--- src/rtl/rgb_hue_fader.sv ---
// Hue-wheel RGB driver: steps or fades through R-Y-G-C-B-M and drives three
// PWM LED pins with frame-aligned duty updates and global brightness scaling.
module rgb_hue_fader #(
  parameter int unsigned PWM_BITS    = 8,
  parameter int unsigned STEP_CYCLES = 46875,
  parameter bit          ACTIVE_LOW  = 1'b0
) (
  input  logic                clk,
  input  logic                rst,
  input  logic                en,
  input  logic                mode,
  input  logic [PWM_BITS-1:0] bright,
  output logic                RGB_R,
  output logic                RGB_G,
  output logic                RGB_B,
  output logic [2:0]          seg,
  output logic                wrap
);

  localparam int unsigned N      = PWM_BITS;
  localparam int unsigned BR_W   = N + 1;
  localparam int unsigned PROD_W = 2 * N + 1;
  localparam int unsigned CNT_W  = (STEP_CYCLES > 1) ? $clog2(STEP_CYCLES) : 1;

  localparam logic [N-1:0]     MAX      = '1;
  localparam logic [CNT_W-1:0] CNT_LAST = CNT_W'(STEP_CYCLES - 1);
  localparam logic [2:0]       LED_IDLE = {3{ACTIVE_LOW}};

  logic [CNT_W-1:0] cnt_q, cnt_d;
  logic [2:0]       seg_q, seg_d;
  logic [N-1:0]     level_q, level_d;
  logic             wrap_q, wrap_d;
  logic [N-1:0]     p_q, p_d;
  logic [N-1:0]     duty_r_q, duty_r_d;
  logic [N-1:0]     duty_g_q, duty_g_d;
  logic [N-1:0]     duty_b_q, duty_b_d;
  logic [2:0]       led_q, led_d;

  logic             tick_c;
  logic             advance_c;
  logic [N-1:0]     raw_r_c, raw_g_c, raw_b_c;

  // (raw * (bright+1)) >> N; bright = MAX leaves raw untouched
  function automatic logic [N-1:0] scale(input logic [N-1:0] raw,
                                         input logic [N-1:0] br);
    logic [BR_W-1:0]   gain;
    logic [PROD_W-1:0] prod;
    gain = BR_W'(br) + BR_W'(1);
    prod = PROD_W'(raw) * PROD_W'(gain);
    return N'(prod >> N);
  endfunction

  // Tick counter and hue position
  always_comb begin
    cnt_d     = cnt_q;
    seg_d     = seg_q;
    level_d   = level_q;
    advance_c = 1'b0;
    tick_c    = en && (cnt_q == CNT_LAST);

    if (en) begin
      cnt_d = tick_c ? '0 : cnt_q + CNT_W'(1);
    end

    if (tick_c) begin
      if (!mode || (level_q == MAX)) begin
        advance_c = 1'b1;
        level_d   = '0;
      end else begin
        level_d = level_q + N'(1);
      end
    end

    if (advance_c) begin
      seg_d = (seg_q == 3'd5) ? 3'd0 : seg_q + 3'd1;
    end

    wrap_d = advance_c && (seg_q == 3'd5);
  end

  // Unscaled colour for the current segment and level
  always_comb begin
    raw_r_c = '0;
    raw_g_c = '0;
    raw_b_c = '0;
    if (mode) begin
      unique case (seg_q)
        3'd0: begin raw_r_c = MAX;           raw_g_c = level_q;       end
        3'd1: begin raw_r_c = MAX - level_q; raw_g_c = MAX;           end
        3'd2: begin raw_g_c = MAX;           raw_b_c = level_q;       end
        3'd3: begin raw_g_c = MAX - level_q; raw_b_c = MAX;           end
        3'd4: begin raw_r_c = level_q;       raw_b_c = MAX;           end
        3'd5: begin raw_r_c = MAX;           raw_b_c = MAX - level_q; end
        default: ;
      endcase
    end else begin
      unique case (seg_q)
        3'd0: begin raw_r_c = MAX;                     end
        3'd1: begin raw_r_c = MAX; raw_g_c = MAX;      end
        3'd2: begin raw_g_c = MAX;                     end
        3'd3: begin raw_g_c = MAX; raw_b_c = MAX;      end
        3'd4: begin raw_b_c = MAX;                     end
        3'd5: begin raw_r_c = MAX; raw_b_c = MAX;      end
        default: ;
      endcase
    end
  end

  // PWM counter; duties only reload on the last cycle of a frame
  always_comb begin
    p_d      = p_q + N'(1);
    duty_r_d = duty_r_q;
    duty_g_d = duty_g_q;
    duty_b_d = duty_b_q;
    if (p_q == MAX) begin
      duty_r_d = scale(raw_r_c, bright);
      duty_g_d = scale(raw_g_c, bright);
      duty_b_d = scale(raw_b_c, bright);
    end
    led_d = {(p_q < duty_r_q), (p_q < duty_g_q), (p_q < duty_b_q)} ^ LED_IDLE;
  end

  always_ff @(posedge clk or posedge rst) begin
    if (rst) begin
      cnt_q    <= '0;
      seg_q    <= '0;
      level_q  <= '0;
      wrap_q   <= 1'b0;
      p_q      <= '0;
      duty_r_q <= '0;
      duty_g_q <= '0;
      duty_b_q <= '0;
      led_q    <= LED_IDLE;
    end else begin
      cnt_q    <= cnt_d;
      seg_q    <= seg_d;
      level_q  <= level_d;
      wrap_q   <= wrap_d;
      p_q      <= p_d;
      duty_r_q <= duty_r_d;
      duty_g_q <= duty_g_d;
      duty_b_q <= duty_b_d;
      led_q    <= led_d;
    end
  end

  assign RGB_R = led_q[2];
  assign RGB_G = led_q[1];
  assign RGB_B = led_q[0];
  assign seg   = seg_q;
  assign wrap  = wrap_q;

endmodule

--- config.mk ---
export PLATFORM = sky130hd
export DESIGN_NAME = rgb_hue_fader
export DESIGN_NICKNAME = d
export VERILOG_FILES = /design/src/rtl/rgb_hue_fader.sv
export SDC_FILE = /design/constraint.sdc
export NUM_CORES = 1
export LEC_CHECK = 0
export ABC_AREA = 1
export CORE_ASPECT_RATIO = 1.2
export CORE_MARGIN = 3
export CORE_UTILIZATION = 45
export DETAILED_ROUTE_END_ITERATION = 10
export GPL_TIMING_DRIVEN = 0
export PLACE_DENSITY_LB_ADDON = 0.1
export SYNTH_ARGS = -nofsm -noshare
export SYNTH_HDL_FRONTEND = slang
export SYNTH_SLANG_ARGS = --single-unit
--- constraint.sdc ---
create_clock -name clk -period 6.4 [get_ports clk]
set_clock_uncertainty 0.05 [all_clocks]
set_input_delay 1.28 -clock clk [delete_from_list [all_inputs] [get_ports clk]]
set_output_delay 1.28 -clock clk [all_outputs]
set_load 0.005 [all_outputs]
# [After elaboration in Yosys (flattened, before gate mapping)]
# Cells that the tools add are included.
[word_totals] regBits=63 in_bits=12 out_inout_bits=7 wordCells=54
[classes] addsub=6 multipliers=3 magnitude_cmp=3 eq_ne=8 mux=14 reduce_logical=11
[op_table] op="8-bit one-hot mux with 3 select lines" count=3
[op_table] op="8-bit 2-to-1 mux" count=7
[op_table] op="8-bit by 9-bit multiplier with 16-bit output" count=3
[op_table] op="8-bit < comparator" count=3
[op_table] op="16-bit by 1-bit adder with 16-bit output, second input constant" count=1
[op_table] op="8-bit by 1-bit adder with 8-bit output, second input constant" count=2
[op_table] op="16-bit equality test, second input constant" count=1
[op_table] op="8-bit equality test, second input constant" count=2
[op_table] op="16-bit 2-to-1 mux" count=1
[op_table] op="8-bit by 1-bit adder with 9-bit output, second input constant" count=1
[op_table] op="3-bit OR reduction" count=3
[op_table] op="8-bit subtractor, first input constant" count=1
[op_table] op="3-bit by 2-bit equality test with 1-bit output, second input constant" count=2
[op_table] op="3-bit equality test, second input constant" count=2
[op_table] op="2-bit OR reduction" count=3
[op_table] op="3-bit by 1-bit adder with 3-bit output, second input constant" count=1
[op_table] op="3-bit by 1-bit equality test with 1-bit output, second input constant" count=1
[op_table] op="3-bit logical NOT" count=1
[op_table] op="3-bit 2-to-1 mux" count=1
[op_table] op="1-bit logical AND" count=2
[op_table] op="1-bit 2-to-1 mux" count=2
[op_table] op="1-bit logical NOT" count=1
[op_table] op="1-bit logical OR" count=1

# [Depth between registers and ports, before layout]
[depth] ltp_word=5 mapped_depth=29 ltp_nobuf=29

# [Worst setup path before layout]
# OpenSTA, ideal clock, no wires.
[synth_path] path_kind="input to register" startpoint="input bright[0]" endpoint="register duty_b_q[7]" setup_ns=0.118 arrival_ns=6.103 required_time_ns=6.232 slack_ns=0.129 cell_stages=21 n_path_buf=2 cell_sequence="clkbuf_1 -> nand3_1 -> nor2_1 -> nand2_1 -> xor2_1 -> clkbuf_1 -> nor2_1 -> fa_1 -> inv_1 -> fa_1 -> fa_1 -> fa_1 -> inv_1 -> ha_1 -> a21oi_1 -> o21a_1 -> nor2_1 -> a2111oi_0 -> nand3_1 -> nand3_1 -> nand2_1"
[synth_between] elab_chain_len=2
[synth_rtl] item="start, declared" line="12" text="input logic [PWM_BITS-1:0] bright,"
[synth_rtl] item="8-bit by 1-bit adder with 9-bit output" line="48" text="gain = BR_W'(br) + BR_W'(1);"
[synth_rtl] item="8-bit by 9-bit multiplier with 16-bit output" line="49" text="prod = PROD_W'(raw) * PROD_W'(gain);"
[synth_rtl] item="end signal, assigned" line="142" text="duty_b_q <= duty_b_d;"
[synth_rtl] item="end, declared" line="36" text="logic [N-1:0] duty_b_q, duty_b_d;"
# Every way passes these cells.
# A chain may end at the register's enable or synchronous reset.

# [Worst setup path in the final report]
[layout_path] startpoint="input bright[2]" endpoint="register duty_b_q[7]"
# Same word-level chain as after synthesis.

==> impl_metrics.json <==
{
  "status": "finished clean",
  "switching_power_w": 0.00166,
  "transition_time_of_the_tightest_slew_check_pin_ns": 0.819,
  "design_power_total_w": 0.00327,
  "final-max-slew-violation-count": 0,
  "power.ir.vdd_worst_v": 0.000169,
  "rows": 60,
  "place_congestion": 0.894,
  "diodes": 0,
  "period_needed_ns": 6.10,
  "worst_slack_ns": 0.295,
  "clock_sink_count": 63,
  "die_outline_area_um2": 24900,
  "fraction_of_the_yosys_area_taken_by_sequential_cells_pct": 15.2,
  "worstSkewPairLatency_ns": 0.34,
  "die_height_um": 172,
  "horizontal_extent_of_the_die_um": 145,
  "netSwitchingFraction_pct": 50.7,
  "critical_path_peak_fanout": 8,
  "post_synth_top_flop": "sky130_fd_sc_hd__dfrtp_1",
  "synth-async-reset-ratio_pct": 100,
  "nets": 1687,
  "pre_cts_ws_ns": -2.13,
  "arrival_ns": 6.28,
  "clock_tree.root_cell": "sky130_fd_sc_hd__clkbuf_16",
  "tritoncts": "built",
  "final-instance-count-excl-fill": 1716,
  "worstRegToRegCells": 23,
  "grt.overflow.total": 0,
  "post_placement_cell_count": 1689,
  "setup_tns_ns": 0,
  "timing.setup.critical_path_class": "in2reg",
  "totalWireLength_um": 27300,
  "synth_cell_type_count": 46,
  "post-synth-top-area-fraction_pct": 23.1,
  "initial_utilization_pct": 46.1,
  "grt_pass1_vias": 8959,
  "netlist_area_um2": 10400,
  "final_setup_viols": 0,
  "post_route_cells_drive_above_1_share_pct": 7.72,
  "viasPerCell": 5.17,
  "synth_area_per_cell_um2": 7.45,
  "remaining_drc_errors": 0,
  "comb_power_share_pct": 70.7,
  "detail_route.wl_per_cell_um": 15.9,
  "synth_enable_flop_cells": 0,
  "design.portCount": 19,
  "synth_nets": 1648,
  "power_per_cell_area_nw_per_um2": 282,
  "fill_cell_count": 2268,
  "hold_path_depth": 2,
  "power_report.internal_total_w": 0.00161,
  "hold_class": "reg2reg",
  "postLayoutCoreUtil_pct": 51.5,
  "rsz0062_at_grt": "false",
  "routed-via-count": 8864,
  "synthesis.instances": 1393,
  "synth_top_area_cell": "sky130_fd_sc_hd__fa_1",
  "cts_htree_levels": 3,
  "crit_path_start_kind": "input pin",
  "grt_start_max_net_pins": 64,
  "grt_use_total_pct": 23.2,
  "layout_worst_path_cycle_share_pct": 95.4,
  "synth.top_cells.by_area": "sky130_fd_sc_hd__fa_1, sky130_fd_sc_hd__dfrtp_1, sky130_fd_sc_hd__ha_1",
  "grt_first_pass_wirelength_um": 45500,
  "worst_endpoint_required_time_ns": 6.58,
  "design.core.area_um2": 22500,
  "critPathCaptureType": "flop",
  "drt_first_pass_iters": 5,
  "io_buffers": 17,
  "number_of_antenna_violations_at_the_first_check_in_global_routing": 0,
  "max_clock_freq_mhz": 164,
  "seqPwrFrac_pct": 13.4,
  "areaGrowthSynthToFinish_pct": 11.8,
  "finalHoldViolCount": 0,
  "drt_iter0_markers": 428,
  "place_hpwl_um": 22200,
  "cts_made_buffers": 9,
  "yosys_warnings": 0,
  "ctsLongestPathBuffers": 2,
  "clockPowerShare_pct": 15.9,
  "ys_ff_latch": 63,
  "power_leakage_nw": 6.42,
  "clkSlewWorstSetupHoldPaths_ns": 0.06,
  "max-slew-margin-rel_pct": 45.4,
  "drt.antenna.violating_nets": 0,
  "max_cap_violations": 0
}
[layout make-up]
| class | count | area, um2 | area share (%) |
|---|---|---|---|
| plain buffers | 19 | 125 | 1.08 |
| clock buffers | 11 | 243 | 2.09 |
| clock inverters | 5 | 57.6 | 0.496 |
| inverters | 292 | 1110 | 9.59 |
| multi-input cells | 1017 | 7850 | 67.6 |
| flip-flops and latches | 63 | 1580 | 13.6 |
| well taps | 279 | 349 | 3.01 |
| repair buffers | 30 | 293 | 2.52 |
[logic make-up after synthesis]
| logic type | count (synthesis) | synth area share (%) |
|---|---|---|
| flip-flops | 63 | 15.2 |
| XOR/XNOR | 35 | 2.95 |
| AO/OA/AOI/OAI | 130 | 7.45 |
| adder cells (fa/ha/maj) | 243 | 38.0 |
| AND/OR/NAND/NOR | 609 | 25.1 |
| buffers and inverters | 313 | 11.4 |
[metrics by stage]
step,instance area (um2),hold WS [ns]
after floorplan,10400,0.394
after global placement,10900,0.410
after detailed placement,10900,0.416
after CTS,11500,0.432
after global routing,11600,0.450
final,11600,0.425
[routing by layer]
layer  share of wire (%)  GRT usage (%)  vias to the layer above
li1                    -              -                     4420
met5                   0              0                        -
met4                 2.0           6.65                        0
met3                 3.9           2.85                       32
met1                  45           30.4                     4212
met2                  49           40.3                      200
[critical path, stage by stage]
cell	delay [ns]
sky130_fd_sc_hd__dlymetal6s2s_1	0.26
sky130_fd_sc_hd__nand3_2	0.16
sky130_fd_sc_hd__nor2_2	0.15
sky130_fd_sc_hd__nand4_1	0.21
sky130_fd_sc_hd__xor2_4	0.26
sky130_fd_sc_hd__buf_4	0.17
sky130_fd_sc_hd__buf_8	0.14
sky130_fd_sc_hd__inv_1	0.26
sky130_fd_sc_hd__nand2_1	0.11
sky130_fd_sc_hd__fa_1	0.50
sky130_fd_sc_hd__fa_1	0.55
sky130_fd_sc_hd__inv_1	0.05
sky130_fd_sc_hd__fa_1	0.51
sky130_fd_sc_hd__ha_1	0.32
sky130_fd_sc_hd__ha_1	0.38
sky130_fd_sc_hd__a21oi_1	0.25
sky130_fd_sc_hd__nor3_1	0.11
sky130_fd_sc_hd__a2111oi_4	0.34
sky130_fd_sc_hd__nand3_1	0.11
sky130_fd_sc_hd__nand3_1	0.10
sky130_fd_sc_hd__nand2_1	0.05
[power by group through the flow]
stage | logic, W | clock network (W) | registers (W)
finish | 0.00231 | 0.000520 | 0.000439
global route | 0.00270 | 0.000547 | 0.000441
CTS | 0.00231 | 0.000533 | 0.000438
detailed placement | 0.00221 | 0 | 0.000445
global placement | 0.00220 | 0 | 0.000445
floorplan | 0.00173 | 0 | 0.000441
[worst paths after layout]
kind / startpoint / slack, ns / end
max in group asynchronous: rst / 4.35 / level_q[0]
min in group asynchronous: rst / 1.40 / duty_r_q[4]
hold / removal: duty_r_q[0] / 0.42 / duty_r_q[0]
hold reg to reg: duty_r_q[0] / 0.42 / duty_r_q[0]
setup reg to reg: seg[2] / 0.62 / duty_g_q[7]
setup / recovery: bright[2] / 0.30 / duty_b_q[7]
[cells in the final DEF, fill, tap and decap left out, types with 11 or more instances in the layout]
cell type,n
sky130_fd_sc_hd__dfrtp_1,63
sky130_fd_sc_hd__buf_4,13
sky130_fd_sc_hd__nor2_1,190
sky130_fd_sc_hd__nor3_1,19
sky130_fd_sc_hd__xnor2_1,11
sky130_fd_sc_hd__nand2_2,11
sky130_fd_sc_hd__o21ai_0,30
sky130_fd_sc_hd__xor2_1,18
sky130_fd_sc_hd__a21oi_1,42
sky130_fd_sc_hd__fa_1,120
sky130_fd_sc_hd__nand4_1,18
sky130_fd_sc_hd__nand3_1,67
sky130_fd_sc_hd__nand2_1,268
sky130_fd_sc_hd__inv_1,277
sky130_fd_sc_hd__ha_1,120
[registers in the layout, indices dropped and copies added (netlist names)]
| signal | count |
|---|---|
| cnt_q | 16 |
| duty_b_q | 8 |
| duty_g_q | 8 |
| duty_r_q | 8 |
| level_q | 8 |
| p_q | 8 |
| led_q | 3 |
| seg | 3 |
| wrap | 1 |
[synthesized netlist by cell type (all sizes together) (4+ instances only)]
cell and instances:
nor2 201, dfrtp 63, a21oi 44, nand4 18
inv 290, nand2 283, o21ai 38, a31oi 13
a21boi 4, ha 123, a221oi 5, nor3 21
o211ai 8, clkbuf 18, xnor2 11, fa 120
o21bai 4, and2 4, xor2 24, nand3 72
[timing repair]
action / CTS / global route
gates resized for setup: 54 / 23
setup buffers: 10 / 3
pin swaps: 6 / 5
hold buffers: 0 / 0
setup endpoints to repair: 24 / 19
Note: power is estimated with default switching activity, not from simulation.
